$ cat src/rtl/ttc_pkg.sv
// Shared types and constants for the TTC restart scheduler.
// Holds the FSM state encoding and the width constants for channel index and hold counter.
package ttc_pkg;

  typedef enum logic [1:0] {
    IDLE    = 2'd0,
    ASSERT  = 2'd1,
    RELEASE = 2'd2,
    DONE    = 2'd3
  } rs_state_e;

  localparam int TTC_NUM_CH_MAX = 8;
  localparam int TTC_HOLD_W     = 4;
  localparam int TTC_IDX_W      = $clog2(TTC_NUM_CH_MAX);

endpackage

$ cat src/rtl/ttc_restart_sched_if.sv
// Channel-side signal bundle of the TTC restart scheduler.
// The master modport is the request/feedback side; the slave modport is the scheduler.
interface ttc_restart_sched_if #(
  parameter int NUM_CH = 3
);

  logic [NUM_CH-1:0] restart_req;
  logic [NUM_CH-1:0] ch_enable;
  logic [NUM_CH-1:0] count_en_in;
  logic [NUM_CH-1:0] err_clr;
  logic [NUM_CH-1:0] restart_out;
  logic [NUM_CH-1:0] done_pulse;
  logic [NUM_CH-1:0] pending;
  logic [NUM_CH-1:0] ack_err;
  logic              busy;

  modport master (
    output restart_req, ch_enable, count_en_in, err_clr,
    input  restart_out, done_pulse, pending, ack_err, busy
  );

  modport slave (
    input  restart_req, ch_enable, count_en_in, err_clr,
    output restart_out, done_pulse, pending, ack_err, busy
  );

endinterface

$ cat src/rtl/ttc_rr_pick.sv
// Combinational round-robin picker: first set request at or above ptr, wrapping to bit 0.
// Returns the winner both one-hot and as an index; any flags a non-empty request vector.
module ttc_rr_pick
  import ttc_pkg::*;
#(
  parameter int NUM_CH = 3
) (
  input  logic [NUM_CH-1:0]    req,
  input  logic [TTC_IDX_W-1:0] ptr,
  output logic [NUM_CH-1:0]    grant_oh,
  output logic [TTC_IDX_W-1:0] grant_idx,
  output logic                 any
);

  logic [NUM_CH-1:0] hi_mask;
  logic [NUM_CH-1:0] sel;

  // Prefer requests at or above the pointer; fall back to the full vector to wrap around.
  always_comb begin
    hi_mask = '0;
    for (int i = 0; i < NUM_CH; i++) begin
      hi_mask[i] = (TTC_IDX_W'(i) >= ptr);
    end
    sel = (|(req & hi_mask)) ? (req & hi_mask) : req;

    grant_oh  = '0;
    grant_idx = '0;
    for (int i = NUM_CH - 1; i >= 0; i--) begin
      if (sel[i]) begin
        grant_oh    = '0;
        grant_oh[i] = 1'b1;
        grant_idx   = TTC_IDX_W'(i);
      end
    end
  end

  assign any = |req;

endmodule

$ cat src/rtl/ttc_restart_sched.sv
// Round-robin restart scheduler for TTC channels: hold restart, release, then strobe done.
// Optional enable-drop checking is built only when TTC_RSCHED_ACKCHK_EN is defined.
module ttc_restart_sched
  import ttc_pkg::*;
#(
  parameter int NUM_CH   = 3,
  parameter int HOLD_CYC = 2
) (
  input  logic              pclk12,
  input  logic              n_p_reset12,
  ttc_restart_sched_if.slave bus
);

  localparam logic [TTC_IDX_W-1:0]  LAST_IDX  = TTC_IDX_W'(NUM_CH - 1);
  localparam logic [TTC_HOLD_W-1:0] HOLD_LAST = TTC_HOLD_W'(HOLD_CYC - 1);

  rs_state_e               state_q, state_n;
  logic [TTC_HOLD_W-1:0]   hold_q, hold_n;
  logic [TTC_IDX_W-1:0]    rr_q, rr_n;
  logic [NUM_CH-1:0]       grant_oh_q, grant_oh_n;
  logic [NUM_CH-1:0]       pending_q, pending_n;
  logic [NUM_CH-1:0]       rst_out_q, rst_out_n;
  logic [NUM_CH-1:0]       done_q, done_n;
  logic [NUM_CH-1:0]       served;
  logic                    assert_exit;

  logic [NUM_CH-1:0]       pick_oh;
  logic [TTC_IDX_W-1:0]    pick_idx;
  logic                    pick_any;

  // A channel whose enable has just dropped must not win even if its pending bit is still set.
  ttc_rr_pick #(.NUM_CH(NUM_CH)) u_pick (
    .req       (pending_q & bus.ch_enable),
    .ptr       (rr_q),
    .grant_oh  (pick_oh),
    .grant_idx (pick_idx),
    .any       (pick_any)
  );

  always_ff @(posedge pclk12 or negedge n_p_reset12) begin
    if (!n_p_reset12) begin
      state_q    <= IDLE;
      hold_q     <= '0;
      rr_q       <= '0;
      grant_oh_q <= '0;
      pending_q  <= '0;
      rst_out_q  <= '0;
      done_q     <= '0;
    end else begin
      state_q    <= state_n;
      hold_q     <= hold_n;
      rr_q       <= rr_n;
      grant_oh_q <= grant_oh_n;
      pending_q  <= pending_n;
      rst_out_q  <= rst_out_n;
      done_q     <= done_n;
    end
  end

  always_comb begin
    state_n     = state_q;
    hold_n      = hold_q;
    rr_n        = rr_q;
    grant_oh_n  = grant_oh_q;
    rst_out_n   = '0;
    done_n      = '0;
    served      = '0;
    assert_exit = 1'b0;
    case (state_q)
      IDLE: begin
        if (pick_any) begin
          served     = pick_oh;
          grant_oh_n = pick_oh;
          rr_n       = (pick_idx == LAST_IDX) ? '0 : pick_idx + TTC_IDX_W'(1);
          hold_n     = '0;
          rst_out_n  = pick_oh;
          state_n    = ASSERT;
        end
      end
      ASSERT: begin
        if (hold_q == HOLD_LAST) begin
          assert_exit = 1'b1;
          state_n     = RELEASE;
        end else begin
          hold_n    = hold_q + TTC_HOLD_W'(1);
          rst_out_n = grant_oh_q;
        end
      end
      RELEASE: begin
        done_n  = grant_oh_q;
        state_n = DONE;
      end
      DONE:    state_n = IDLE;
      default: state_n = IDLE;
    endcase
    // A same-cycle request on the served channel survives the clear and is served again later.
    pending_n = ((pending_q & ~served) | bus.restart_req) & bus.ch_enable;
  end

  assign bus.restart_out = rst_out_q;
  assign bus.done_pulse  = done_q;
  assign bus.pending     = pending_q;
  assign bus.busy        = (state_q != IDLE);

`ifdef TTC_RSCHED_ACKCHK_EN
  logic              seen_low_q;
  logic              seen_cur;
  logic [NUM_CH-1:0] ack_err_q;

  assign seen_cur = seen_low_q | ~|(bus.count_en_in & grant_oh_q);

  // Error set at ASSERT exit takes priority over a same-cycle clear.
  always_ff @(posedge pclk12 or negedge n_p_reset12) begin
    if (!n_p_reset12) begin
      seen_low_q <= 1'b0;
      ack_err_q  <= '0;
    end else begin
      if (state_q == IDLE)        seen_low_q <= 1'b0;
      else if (state_q == ASSERT) seen_low_q <= seen_cur;
      ack_err_q <= (ack_err_q & ~bus.err_clr) |
                   ((assert_exit && !seen_cur) ? grant_oh_q : '0);
    end
  end

  assign bus.ack_err = ack_err_q;
`else
  logic unused_ackchk;
  assign unused_ackchk = ^{bus.count_en_in, bus.err_clr, assert_exit};
  assign bus.ack_err   = '0;
`endif

endmodule

$ cat src/flat_wrapper.sv
// flat-port wrapper written by rule: the top's interface ports become plain ports
module ttc_restart_sched_flat import ttc_pkg::*;
#(
  parameter int NUM_CH   = 3,
  parameter int HOLD_CYC = 2
)
  (pclk12, n_p_reset12, bus_restart_req, bus_ch_enable, bus_count_en_in, bus_err_clr, bus_restart_out, bus_done_pulse, bus_pending, bus_ack_err, bus_busy);
  ttc_restart_sched_if #(.NUM_CH(NUM_CH)) bus_i ();
  input  logic pclk12;
  input  logic n_p_reset12;
  input wire logic [$bits(bus_i.restart_req)-1:0] bus_restart_req;
  input wire logic [$bits(bus_i.ch_enable)-1:0] bus_ch_enable;
  input wire logic [$bits(bus_i.count_en_in)-1:0] bus_count_en_in;
  input wire logic [$bits(bus_i.err_clr)-1:0] bus_err_clr;
  output wire logic [$bits(bus_i.restart_out)-1:0] bus_restart_out;
  output wire logic [$bits(bus_i.done_pulse)-1:0] bus_done_pulse;
  output wire logic [$bits(bus_i.pending)-1:0] bus_pending;
  output wire logic [$bits(bus_i.ack_err)-1:0] bus_ack_err;
  output wire logic [$bits(bus_i.busy)-1:0] bus_busy;
  assign bus_i.restart_req = bus_restart_req;
  assign bus_i.ch_enable = bus_ch_enable;
  assign bus_i.count_en_in = bus_count_en_in;
  assign bus_i.err_clr = bus_err_clr;
  assign bus_restart_out = bus_i.restart_out;
  assign bus_done_pulse = bus_i.done_pulse;
  assign bus_pending = bus_i.pending;
  assign bus_ack_err = bus_i.ack_err;
  assign bus_busy = bus_i.busy;
  ttc_restart_sched #(.NUM_CH(NUM_CH), .HOLD_CYC(HOLD_CYC)) u_core (.pclk12(pclk12), .n_p_reset12(n_p_reset12), .bus(bus_i));
endmodule
$ cat config.mk
export PLATFORM = sky130hd
export DESIGN_NAME = ttc_restart_sched_flat
export DESIGN_NICKNAME = d
export VERILOG_FILES = /design/src/rtl/ttc_pkg.sv /design/src/rtl/ttc_restart_sched_if.sv /design/src/rtl/ttc_rr_pick.sv /design/src/rtl/ttc_restart_sched.sv /design/src/flat_wrapper.sv
export SDC_FILE = /design/constraint.sdc
export NUM_CORES = 1
export LEC_CHECK = 0
export BUFFER_PORTS_ARGS = -buffer_cell sky130_fd_sc_hd__buf_2
export CAP_MARGIN = 20
export CORE_ASPECT_RATIO = 1.2
export CORE_MARGIN = 1.5
export CORE_UTILIZATION = 47
export CTS_CLUSTER_SIZE = 24
export DETAILED_ROUTE_END_ITERATION = 10
export GPL_TIMING_DRIVEN = 0
export PLACE_DENSITY_LB_ADDON = 0.12
export SYNTH_ARGS = -nofsm -noshare
export SYNTH_HDL_FRONTEND = slang
export SYNTH_HIERARCHICAL = 1
export SYNTH_SLANG_ARGS = --single-unit
$ cat constraint.sdc
create_clock -name pclk12 -period 1.7 [get_ports pclk12]
set_clock_uncertainty 0.2 [all_clocks]
set_input_delay 0.17 -clock pclk12 [delete_from_list [all_inputs] [get_ports pclk12]]
set_output_delay 0.17 -clock pclk12 [all_outputs]
set_load 0.02 [all_outputs]
Word-level counts from Yosys, hierarchy flattened --
Index checks and enable logic that the tools add are counted.
Word-level totals: memories kept 0, bits in latches 0, logic and storage cells 53, bits in read-only memories 0, flip-flop bits (word level) 21, input bits 14, RAM bits 0
Cells by class: reductions and logical operators 8, mux-type cells 19, bitwise logic cells 6, shift operators 0, $lt $le $gt $ge 3, equality and inequality tests 8, multiply operators 0, add/sub/neg operators 2, divide/modulo/power cells 0
Operators with widths (count):
- two-way mux 3 bit | 11
- AND 3 bit | 4
- two-way mux 4 bit | 2
- case mux 2 bit (4 select lines) | 1
- case mux 4 bit (2 select lines) | 1
- greater-or-equal comparator 1 x 3 -> 1 bit, first input constant | 2
- two-way mux 2 bit | 3
- case mux 3 bit (2 select lines) | 1
- OR reduction 3 bit | 2
- adder 4 x 1 -> 4 bit, second input constant | 1
- equality test 2 bit, second input constant | 2
- equality test 4 x 1 -> 1 bit, second input constant | 1
- inequality test 2 x 1 -> 1 bit, second input constant | 2
- AND reduction 2 bit | 2
- nonzero test 2 bit | 2
- adder 3 x 1 -> 3 bit, second input constant | 1
- equality test 3 x 2 -> 1 bit, second input constant | 1
- greater-or-equal comparator 2 x 3 -> 1 bit, first input constant | 1
- inverter 3 bit | 1
- OR 3 bit | 1
- AND reduction 3 bit | 1
- equality test 2 x 1 -> 1 bit, second input constant | 1
- logical NOT 2 bit | 1
- inequality test 2 bit, second input constant | 1

Logic depth before layout (Yosys ltp) --
depth in word-level cells 13, depth in mapped cells 8, depth with buffers taken out 7

Modules after synthesis --
The synthesis kept the hierarchy.
By module, submodules not included:
- ttc_restart_sched | area each 1058.5 um2, seq. area each 525.5 um2, cells each 102, times used 1
- ttc_rr_pick | area each 122.6 um2, seq. area each 0.0 um2, cells each 18, times used 1

Least setup slack after synthesis --
OpenSTA, ideal clock, no wires.
path type register to register, start point register u_core.pending_q[0], in the netlist u_core/bus.pending[0], end point register u_core.grant_oh_q[1], library setup time 125 ps, clock period less this slack 2005 ps, cell stages (with the launch flop) 6, path slack -305 ps, path buffers 1, arrival 1680 ps, path through dfrtp_1 -> and2_1 -> or3_1 -> buf_2 -> nand2_1 -> mux2_2
On the way: elaborated cells between the ends (all ways) 8, classes of those cells mux: 3; bitwise: 2; reduce/logical: 3
RTL lines:
- start: declaration | line ttc_restart_sched.sv:21 | logic [NUM_CH-1:0] pending_q, pending_n;
- start signal: assignment | line ttc_restart_sched.sv:54 | pending_q <= pending_n;
- AND 3 bit | line ttc_restart_sched.sv:33 | .req (pending_q & bus.ch_enable),
- OR reduction 3 bit | line ttc_rr_pick.sv:37 | assign any = |req;
- named net u_core.pick_any | line ttc_restart_sched.sv:29 | logic pick_any;
- AND reduction 2 bit (no source line)
- end signal: assignment | line ttc_restart_sched.sv:53 | grant_oh_q <= grant_oh_n;
- end: declaration | line ttc_restart_sched.sv:20 | logic [NUM_CH-1:0] grant_oh_q, grant_oh_n;
The timed path passes the listed nets, and every way through them passes these cells. A chain may end at the register's enable or synchronous reset.

Worst setup path after layout --
start point register u_core.hold_q[1], end point register u_core.state_q[1]
On the way: longest elaborated chain between the ends 3
Ends and longest elaborated chain:
- start: declaration | line ttc_restart_sched.sv:18 | logic [TTC_HOLD_W-1:0] hold_q, hold_n;
- start signal: assignment | line ttc_restart_sched.sv:51 | hold_q <= hold_n;
- equality test 4 x 1 -> 1 bit | line ttc_restart_sched.sv:81 | if (hold_q == HOLD_LAST) begin
- inequality test 2 x 1 -> 1 bit (no source line)
- AND reduction 2 bit (no source line)
- end signal: assignment | line ttc_restart_sched.sv:50 | state_q <= state_n;
- end: declaration | line ttc_restart_sched.sv:17 | rs_state_e state_q, state_n;
Every way passes these cells.

==> run metrics <==
WL final=2810 microns; top cell type's share of synthesized area=between 40 and 50%; detailed placer's ending HPWL=1632 microns; count of cell types in the netlist=38; clk_lat worst skew=310 ps; peak supply drop=approximately 1.1 mV; Final setup viols=13; core area=2330 sq um; status=complete, but fails checks; M3 GR Usage=2.320%; Max Fanout on Critical Path=5; Antenna Nets Post-Route=0; FF-to-FF End=u_core/state_q[1]$_DFFE_PN0P_; Synth Instances=120; yosys warns=6; grt peak-use layer=met2; GRT Util Overall=19.50%; Power Total=2.601 mW; Max H-tree Level=1; Peak Freq=534.9 MHz; Layout Nets=192; Worst Path Arrival=roughly 1900 ps; 1st-iter DRT viols=16; FF+latch count, synth=21; # DRC=0; Root Buffer=clkbuf_4; pwr/cell area=1475 nW/um^2; Ant. Diodes=0; area share of and/or/nand/nor cells after synthesis=a little over a fifth; largest cells by area after synthesis=dfrtp_1 (44%), ha_1 (6.4%), nand2_1 (4.8%); full die area=~2800 sq um; mux cell area share after synthesis=3.708%; Vias=around 1000; final count of pins violating max slew=0; main combinational cell family by area after synthesis=simple AND/OR/NAND/NOR gates; post-synthesis compound-gate area fraction=14.51%; Row Count=19; Worst Setup End Kind=register; Synth Cell Area=1181 sq um; commonest non-fill, non-tap cell in the layout=buf_4; die height=slightly below 60 microns; 1st-pass router iterations=4; Starting Density=between 50% and 60%; WL per Instance=13.91 microns; met2 Resource Use GR=37.18%; final setup margin=-169.5 ps; Pleak=0.8504 nW; total CTS buffers=3; pin count of the biggest net entering global routing=22; synthesis-to-finish area growth=49.26%; CTS tree=done; non-filler cells, final=roughly 200; initial antenna violation count=0; post-synthesis sequential area ratio=44.49%; Placer Congestion=0.7386; most frequent cells in the layout=buf_4 (25), buf_2 (16), dfrtp_1 (15), nand2_1 (13), dlygate4sd3_1 (7); io pins=27; routing usage on met1=22.47%; startpoint types=register; die width=just under 50 microns; Crit Path Category=reg -> reg; worst hold slack=113.6 ps; # clock sinks=21; global-route wire length before repair=approximately 4300 microns; share of cells above drive strength 1=52.05%; number of fill cells=between 150 and 200; RSZ-0062 raised after global routing=true; post-route minimum period=1870 ps; Post-Synth Adder-Cell Area=6.356%; fin crit share=110.0%; DP Cell Count=between 150 and 200; clk slew on worst S/H paths=130 ps; worst r2r src=u_core/hold_q[1]$_DFFE_PN0P_; max-cap violations=0; Hold Violations, Final=0; min-delay worst type=in -> async; xor/xnor cell area share of the yosys netlist=1.483%; syn avg cell area=just under 10 sq um; Longest Clk Path Bufs=2; PortBufs=17; vias per cell=5.153; WP data required=1710 ps; remaining global-route overflow=0; Worst R2R Path Depth=6; violated checks=setup timing; worst reg2reg setup slack=-170 ps; vias in the first global route=roughly 950; area leader, netlist=dfrtp_1
## critical path: stages (launching register included)
cell	delay (ps)
dfrtp_1	410
inv_1	60
ha_1	150
or3b_1	360
buf_6	140
a2bb2oi_4	140
mux2_4	310
## area by class of cell
class / count / area (sq um) / area share, %
multi-input cells: 85 / 721.9 / 40.95
flip-flops and latches: 21 / 533.0 / 30.23
repair buffers: 46 / 334.1 / 18.95
plain buffers: 9 / 80.08 / 4.542
well taps: 31 / 38.79 / 2.200
inverters: 6 / 25.02 / 1.419
clock buffers: 3 / 22.52 / 1.278
clock inverters: 1 / 7.507 / 0.4258
## per-layer routing
metal,vias to the layer above,share of wire [%]
met5,-,0
met1,501,39
li1,503,-
met3,6,3.5
met4,0,2.0
met2,31,56
## kinds of logic after synthesis
logic type	Yosys count
simple gates	46
compound gates	23
flops	21
buf+inv	16
fa+ha+maj	6
mux	4
other cells	2
xor+xnor	2
## synth_stat cells
cell,instances
a22oi_1,1
a2bb2oi_4,1
o41ai_1,1
o31ai_1,3
conb_1,2
o32a_1,1
or3b_1,1
o21a_1,1
inv_1,5
o21ai_0,5
xor2_1,2
nand2_1,15
ha_1,6
nor2_1,3
o311ai_1,1
a21oi_1,5
buf_6,1
nor2b_1,5
o31a_1,1
o21ai_1,1
and3b_1,1
nor4_2,1
clkbuf_1,1
mux2_1,1
and2_1,7
o21bai_1,1
inv_2,1
mux2i_1,1
clkbuf_2,1
a2bb2oi_1,1
and3_1,1
buf_4,6
mux2_2,2
nand3_1,8
buf_2,1
or3_1,1
dfrtp_1,21
nor3b_1,3
## flip-flops by register name, indices dropped and copies added, names as in the netlist
name and cells:
u_core/grant_oh_q 3, u_core/bus.restart_out 3, u_core/bus.pending 3, u_core/state_q 2
u_core/bus.done_pulse 3, u_core/hold_q 4, u_core/rr_q 3
## power breakdown
group          total [mW]  leakage [nW]  internal, mW  switching, mW
clock network       0.255        0.0139        0.0898          0.165
registers           0.855         0.268         0.674          0.181
logic                1.49         0.569         0.765          0.726
## worst max-delay path by stage
stage	startpoint	endpoint	slack [ps]	depth (start not counted)
6_report	u_core/hold_q[1]$_DFFE_PN0P_	u_core/state_q[1]$_DFFE_PN0P_	-170	6
5_1_grt	u_core/hold_q[1]$_DFFE_PN0P_	u_core/state_q[1]$_DFFE_PN0P_	-190	6
4_1_cts	u_core/bus.pending[0]$_DFF_PN0_	u_core/state_q[1]$_DFFE_PN0P_	-170	5
3_5_place_dp	u_core/bus.pending[2]$_DFF_PN0_	u_core/rr_q[1]$_DFFE_PN0P_	-220	6
3_3_place_gp	u_core/bus.pending[0]$_DFF_PN0_	u_core/hold_q[3]$_DFFE_PN0P_	-200	6
2_1_floorplan	u_core/bus.pending[0]$_DFF_PN0_	u_core/grant_oh_q[1]$_DFFE_PN0P_	-180	5
## per-stage QoR
step	worst slack [ps]	cell area [sq um]	util (%)	TNS (ps)
2_1_floorplan	-182.2	1210	-	-948.2
3_3_place_gp	-198.9	1334	57.25	-1331
3_5_place_dp	-223.1	1334	57.25	-1795
4_1_cts	-172.6	1570	67.40	-1329
5_1_grt	-194.8	1763	75.67	-1987
6_report	-169.5	1763	75.67	-931.6
## repair_timing
| action | 4_1_cts | 5_1_grt |
|---|---|---|
| resized for setup | 22 | 28 |
| cloned | 0 | 0 |
| hold buffers | 7 | 0 |
| endpoints found under the setup margin | 15 | 19 |
| buffers inserted | 8 | 14 |
| pin swaps | 7 | 12 |
| hold endpoints to repair | 24 | 0 |
Note: power is estimated with default switching activity, not from simulation.
